### config.mk
export PLATFORM = sky130hd
export DESIGN_NAME = vga_scanout_flat
export DESIGN_NICKNAME = d
export VERILOG_FILES = /design/src/rtl/vga_pkg.sv /design/src/rtl/vga_scanout_if.sv /design/src/rtl/vga_sync_counter.sv /design/src/rtl/vga_scanout.sv /design/src/flat_wrapper.sv
export SDC_FILE = /design/constraint.sdc
export NUM_CORES = 1
export LEC_CHECK = 0
export BUFFER_PORTS_ARGS = -buffer_cell sky130_fd_sc_hd__buf_4
export CORE_MARGIN = 2
export CORE_UTILIZATION = 40
export CTS_CLUSTER_DIAMETER = 120
export DETAILED_ROUTE_END_ITERATION = 12
export PLACE_DENSITY = 0.58
export SLEW_MARGIN = 40
export SYNTH_ARGS = -nofsm -noshare
export SYNTH_HDL_FRONTEND = slang
export SYNTH_SLANG_ARGS = --single-unit
### constraint.sdc
create_clock -name clk -period 3.6 [get_ports clk]
set_input_delay 0.72 -clock clk [delete_from_list [all_inputs] [get_ports clk]]
set_output_delay 0.72 -clock clk [all_outputs]
set_load 0.05 [all_outputs]
### src/rtl/vga_pkg.sv
// rtl/vga_pkg.sv - 640x480@60 timing constants and shared types for the scanout path
package vga_pkg;
    localparam int H_ACTIVE = 640;
    localparam int H_FP     = 16;
    localparam int H_SYNC   = 96;
    localparam int H_BP     = 48;
    localparam int H_TOTAL  = 800;
    localparam int V_ACTIVE = 480;
    localparam int V_FP     = 10;
    localparam int V_SYNC   = 2;
    localparam int V_BP     = 33;
    localparam int V_TOTAL  = 525;

    typedef logic [7:0] pix_t;
    typedef logic [9:0] cnt_t;

    typedef struct packed {
        logic hsync;
        logic vsync;
        logic rd;
    } stage_t;

    localparam cnt_t H_LAST   = cnt_t'(H_TOTAL - 1);
    localparam cnt_t V_LAST   = cnt_t'(V_TOTAL - 1);
    localparam cnt_t HS_START = cnt_t'(H_ACTIVE + H_FP);
    localparam cnt_t HS_END   = cnt_t'(H_ACTIVE + H_FP + H_SYNC);
    localparam cnt_t VS_START = cnt_t'(V_ACTIVE + V_FP);
    localparam cnt_t VS_END   = cnt_t'(V_ACTIVE + V_FP + V_SYNC);

    // Image extent limited to the visible area so oversized images never read in blanking.
    function automatic cnt_t clip(input int img, input int active);
        return cnt_t'((img < active) ? img : active);
    endfunction
endpackage

### src/rtl/vga_scanout_if.sv
// rtl/vga_scanout_if.sv - frame-buffer read port between scanout and memory
interface vga_scanout_if #(parameter int ADDR_W = 19) ();
    import vga_pkg::*;

    logic              fb_rd;
    logic [ADDR_W-1:0] fb_addr;
    pix_t              fb_data;

    modport master (output fb_rd, output fb_addr, input fb_data);
    modport slave  (input fb_rd, input fb_addr, output fb_data);
endinterface

### src/rtl/vga_sync_counter.sv
// rtl/vga_sync_counter.sv - h/v raster counters, frame_start and stage-0 sync
module vga_sync_counter
    import vga_pkg::*;
(
    input  logic clk,
    input  logic rst,
    output cnt_t h_cnt_o,
    output cnt_t v_cnt_o,
    output logic frame_start_o,
    output logic hsync_o,
    output logic vsync_o
);
    cnt_t h_q, h_d, v_q, v_d;
    logic run_q;

    // Counters hold at (0,0) for the cycle after reset so frame_start lands on the first released cycle.
    always_comb begin
        h_d = h_q;
        v_d = v_q;
        if (run_q) begin
            if (h_q == H_LAST) begin
                h_d = '0;
                v_d = (v_q == V_LAST) ? '0 : v_q + 10'd1;
            end else begin
                h_d = h_q + 10'd1;
            end
        end
    end

    always_ff @(posedge clk) begin
        if (!rst) begin
            h_q   <= '0;
            v_q   <= '0;
            run_q <= 1'b0;
        end else begin
            h_q   <= h_d;
            v_q   <= v_d;
            run_q <= 1'b1;
        end
    end

    assign h_cnt_o       = h_q;
    assign v_cnt_o       = v_q;
    assign frame_start_o = run_q && (h_q == '0) && (v_q == '0);
    assign hsync_o       = !((h_q >= HS_START) && (h_q < HS_END));
    assign vsync_o       = !((v_q >= VS_START) && (v_q < VS_END));
endmodule

### src/rtl/vga_scanout.sv
// rtl/vga_scanout.sv - grayscale frame-buffer scanout with two-stage sync/pixel pipeline
module vga_scanout
    import vga_pkg::*;
#(
    parameter int IMG_W  = 400,
    parameter int IMG_H  = 400,
    parameter int BASE0  = 0,
    parameter int BASE1  = 160000,
    parameter int ADDR_W = 19
) (
    input  logic               clk,
    input  logic               rst,
    input  logic               start_button,
    input  logic               image_select,
    vga_scanout_if.master      fb,
    output logic               hsync,
    output logic               vsync,
    output logic [23:0]        rgb_out,
    output logic               frame_start
);
    localparam cnt_t              REG_W   = clip(IMG_W, H_ACTIVE);
    localparam cnt_t              REG_H   = clip(IMG_H, V_ACTIVE);
    localparam logic [ADDR_W-1:0] BASE0_A = ADDR_W'(BASE0);
    localparam logic [ADDR_W-1:0] BASE1_A = ADDR_W'(BASE1);

    cnt_t h_cnt, v_cnt;
    logic hs0, vs0;

    vga_sync_counter u_sync (
        .clk           (clk),
        .rst           (rst),
        .h_cnt_o       (h_cnt),
        .v_cnt_o       (v_cnt),
        .frame_start_o (frame_start),
        .hsync_o       (hs0),
        .vsync_o       (vs0)
    );

    logic              sel_q, sel_d, disp_en_q, disp_en_d, pend_q, pend_d;
    logic              rd, in_region;
    logic [ADDR_W-1:0] ptr_q, ptr_d, addr, base_now;
    stage_t            s1_q;

    // Select and start take effect in the frame_start cycle itself, so the first pixel is fetched correctly.
    always_comb begin
        sel_d     = frame_start ? image_select : sel_q;
        base_now  = sel_d ? BASE1_A : BASE0_A;
        disp_en_d = disp_en_q | (frame_start & (start_button | pend_q));
        pend_d    = frame_start ? 1'b0 : (pend_q | start_button);
        in_region = (h_cnt < REG_W) && (v_cnt < REG_H);
        rd        = in_region & disp_en_d;
        addr      = frame_start ? base_now : ptr_q;
        ptr_d     = addr + {{(ADDR_W-1){1'b0}}, rd};
    end

    assign fb.fb_rd   = rd;
    assign fb.fb_addr = addr;

    always_ff @(posedge clk) begin
        if (!rst) begin
            sel_q     <= 1'b0;
            disp_en_q <= 1'b0;
            pend_q    <= 1'b0;
            ptr_q     <= '0;
            s1_q      <= '{hsync: 1'b1, vsync: 1'b1, rd: 1'b0};
            hsync     <= 1'b1;
            vsync     <= 1'b1;
            rgb_out   <= 24'h0;
        end else begin
            sel_q     <= sel_d;
            disp_en_q <= disp_en_d;
            pend_q    <= pend_d;
            ptr_q     <= ptr_d;
            s1_q      <= '{hsync: hs0, vsync: vs0, rd: rd};
            hsync     <= s1_q.hsync;
            vsync     <= s1_q.vsync;
            rgb_out   <= s1_q.rd ? {3{fb.fb_data}} : 24'h0;
        end
    end
endmodule
### src/flat_wrapper.sv
// flat-port wrapper written by rule: the top's interface ports become plain ports
module vga_scanout_flat import vga_pkg::*;
#(
    parameter int IMG_W  = 400,
    parameter int IMG_H  = 400,
    parameter int BASE0  = 0,
    parameter int BASE1  = 160000,
    parameter int ADDR_W = 19
)
  (clk, rst, start_button, image_select, hsync, vsync, rgb_out, frame_start, fb_fb_rd, fb_fb_addr, fb_fb_data);
  vga_scanout_if #(.ADDR_W(ADDR_W)) fb_i ();
  input  logic clk;
  input  logic rst;
  input  logic start_button;
  input  logic image_select;
  output logic hsync;
  output logic vsync;
  output logic [23:0] rgb_out;
  output logic frame_start;
  output wire logic [$bits(fb_i.fb_rd)-1:0] fb_fb_rd;
  output wire logic [$bits(fb_i.fb_addr)-1:0] fb_fb_addr;
  input wire logic [$bits(fb_i.fb_data)-1:0] fb_fb_data;
  assign fb_fb_rd = fb_i.fb_rd;
  assign fb_fb_addr = fb_i.fb_addr;
  assign fb_i.fb_data = fb_fb_data;
  vga_scanout #(.IMG_W(IMG_W), .IMG_H(IMG_H), .BASE0(BASE0), .BASE1(BASE1), .ADDR_W(ADDR_W)) u_core (.clk(clk), .rst(rst), .start_button(start_button), .image_select(image_select), .fb(fb_i), .hsync(hsync), .vsync(vsync), .rgb_out(rgb_out), .frame_start(frame_start));
endmodule
==> results_dict.tcl <==
set metrics [dict create \
    outcome "complete, no violations" \
    syn_avg_cell_area_um2 8.45 \
    fin_crit_ps 2950 \
    n_antenna_cell 0 \
    finClkSkew_ps 5.52 \
    routed_wl_mm 5.72 \
    crit_path_top_delay_cell "or4_1" \
    synth-xor-area-share_pct 6.64 \
    tns_ps 0 \
    avgRoutedWirePerCell_um 13.4 \
    pwr-share-clk_pct 28.1 \
    relSlewSlack_pct 50.8 \
    clock_sinks 55 \
    yosys.area_share.simple_pct 30.1 \
    std_cell_rows 29 \
    p_int_uw 826 \
    grt_overflow 0 \
    synth_compound_area_share_pct 9.25 \
    yosys_warnings 0 \
    area_growth_pct 17.4 \
    syn-num-nets 331 \
    hp-class "register to register" \
    final_nets 368 \
    cts_setup_buffers 0 \
    layout-drive-gt1-share_pct 20.3 \
    initial_core_util_pct 41.5 \
    tightestPinTransition_ps 732 \
    die_height_um 85.2 \
    htreeDepth 2 \
    reg2reg_from "u_core.u_sync.h_cnt_o[0]" \
    io_pins 59 \
    antenna_found_initial 0 \
    fp.dieW_um 85.2 \
    crit_chain "inv_1, ha_1, nor4bb_1, and4_1, a31oi_1, a211oi_2, ha_1, and2_1, nand2_1, or4_1, a31oi_1" \
    cts_resized 0 \
    yosys_most_used_dff "dfxtp_1" \
    comb_power_share_pct 17.1 \
    muxShareOfSynthArea_pct 0.759 \
    synth_top_family_by_area "simple AND/OR/NAND/NOR gates" \
    fillers 617 \
    cts_buffers 5 \
    via_per_inst 5.27 \
    gp_congestion 0.832 \
    grt_pass1_vias 1975 \
    end_kind "register" \
    cp_max_fo 6 \
    switching_power_uw 345 \
    rsz0062_at_grt "no" \
    crit_required_ps 3830 \
    drv_slew 0 \
    path_class "register to register" \
    core_region_area_um2 6350 \
    synth_seq_cells 55 \
    cpPeakStageDelay_ps 520 \
    dr.pass1.iters 4 \
    critPathLaunch "u_core.u_sync.h_cnt_o[0]" \
    grt_usage_pct 15.8 \
    grt_max_degree 23 \
    ant_nets 0 \
    via_count 2252 \
    period_share_pct 82.0 \
    syn_area_um2 2640 \
    synth_edf_count 0 \
    setup_ws_ps 649 \
    synth_cells 312 \
    synthAdderAreaFrac_pct 3.32 \
    fmax_ghz 0.339 \
    ys_seq_area_share_pct 41.8 \
    finalSetupViolations 0 \
    powerDensity_nw_per_um2 378 \
    drtIter0Drc 96 \
    cts_tree "built" \
    critPathTopFamily "simple AND/OR/NAND/NOR gates" \
    min_from "u_core.s1_q[1]" \
    drv_cap 0 \
    grt_pass1_wl_mm 9.40 \
    die_area_um2 7260 \
    cts_root_buf "clkbuf_8" \
    io_buffers 58 \
    async_flop_share_pct 0 \
    hold_buffers 0 \
    clk_latency_ps 300 \
    pwr-share-seq_pct 54.9 \
    synthDistinctLibCells 35 \
    dp_slack_ps 663 \
    p_leak_nw 1.27 \
    cts_buffer_depth 2 \
    dp_hpwl_mm 4.20 \
    start_kind "register" \
    clkSlewWorstSetupHoldPaths_ps 90 \
    cp.buffers_inverters 1 \
    hold_violations 0 \
    critPathArrivalTime_ps 3180 \
    drc 0 \
    swShare_pct 29.4 \
    vdd_drop_max_mv 0.218 \
]
[placed cells by master, fill, tap and decap left out, types with 2 or more instances in the layout]
cell type and count:
and4_1 6, clkbuf_1 2, or3_1 8, clkbuf_8 5, nand2_1 19, o21ai_0 17
nand4_1 13, or2_2 3, inv_1 11, nor4_1 3, nor2_1 24, xor2_1 15
buf_4 60, xnor2_1 5, nor3_1 5, nand3_1 17, o31ai_1 4, a31oi_1 4
dfxtp_1 55, nor2b_1 2, a21oi_1 15, or4_1 5, mux2i_1 2, and3_1 14
ha_1 7, nand2b_1 3, and2_1 17
[metrics by stage]
stage          area (µm²)  utilization (%)  hold WS (ps)  power (mW)  instances
4_1_cts              3100             48.7           418        1.19        427
5_1_grt              3100             48.7           434        1.23        427
6_report             3100             48.7           416        1.17        427
2_1_floorplan        2640                -           386       0.798        312
3_5_place_dp         3010             47.5           395       0.858        419
3_3_place_gp         3010             47.5           393       0.857        419
[logic make-up (layout without fill, tap and decap cells)]
group                      count (synthesis)  count (layout)
DFF                                       55              55
AOI/OAI and AO/OA                         44              44
adders and majority gates                  7               7
muxes                                      2               2
buffers and inverters                     41              79
xor gates and xnor gates                  20              20
and+or+nand+nor                          143             143
[per-layer routing]
metal	vias up	routed length, µm	GRT usage (%)
met2	68	2490	23.8
met5	-	0	0
met3	4	345	3.31
met4	0	50	4.33
li1	1151	-	-
met1	1029	2830	23.0
[registers in the layout, summed over array words and instances (netlist names)]
name	count
u_core.disp_en_q	1
u_core.hsync	1
u_core.pend_q	1
u_core.ptr_q	19
u_core.rgb_out	8
u_core.s1_q	3
u_core.u_sync.h_cnt_o	10
u_core.u_sync.run_q	1
u_core.u_sync.v_cnt_o	10
u_core.vsync	1
[power groups by stage]
stage	Combinational (mW)	Sequential [mW]	Clock, mW
2_1_floorplan	0.136	0.662	0
3_3_place_gp	0.201	0.656	0
3_5_place_dp	0.201	0.656	0
4_1_cts	0.202	0.642	0.346
5_1_grt	0.215	0.646	0.365
6_report	0.200	0.642	0.329
[worst paths after layout]
path                       to  slack, ps  depth (start not counted)
max          u_core.ptr_q[17]        650                         11
min              u_core.vsync        420                          1
max reg2reg  u_core.ptr_q[17]        650                         11
min reg2reg      u_core.vsync        420                          1
[final cells by class]
class,count,area [µm²],area share [%]
repair buffers,60,450,14.6
clock inverters,1,5.00,0.162
inverters,11,41.3,1.33
multi-input cells,216,1330,42.8
flip-flops and latches,55,1100,35.6
clock buffers,7,76.3,2.47
well taps,77,96.3,3.11
[cells in the mapped netlist (5+ instances only)]
| cell type | instances | area share (%) |
|---|---|---|
| dfxtp_1 | 55 | 42 |
| nor2_1 | 24 | 3.4 |
| nand2_1 | 19 | 2.7 |
| and2_1 | 17 | 4.0 |
| nand3_1 | 17 | 3.2 |
| o21ai_0 | 17 | 3.2 |
| buf_4 | 16 | 4.6 |
| a21oi_1 | 15 | 2.8 |
| xor2_1 | 15 | 5.0 |
| and3_1 | 14 | 3.3 |
| clkbuf_1 | 13 | 1.9 |
| nand4_1 | 13 | 3.1 |
| inv_1 | 11 | 1.6 |
| or3_1 | 8 | 1.9 |
| ha_1 | 7 | 3.3 |
| and4_1 | 6 | 2.0 |
| nor3_1 | 5 | 0.95 |
| or4_1 | 5 | 1.4 |
| xnor2_1 | 5 | 1.7 |
[worst reg2reg max path, cell delays in order, from the launching register on]
cell,delay (ps)
dfxtp_1,350
inv_1,70
ha_1,130
nor4bb_1,320
and4_1,300
a31oi_1,150
a211oi_2,220
ha_1,210
and2_1,270
nand2_1,170
or4_1,520
a31oi_1,170
Note: power is estimated with default switching activity, not from simulation.
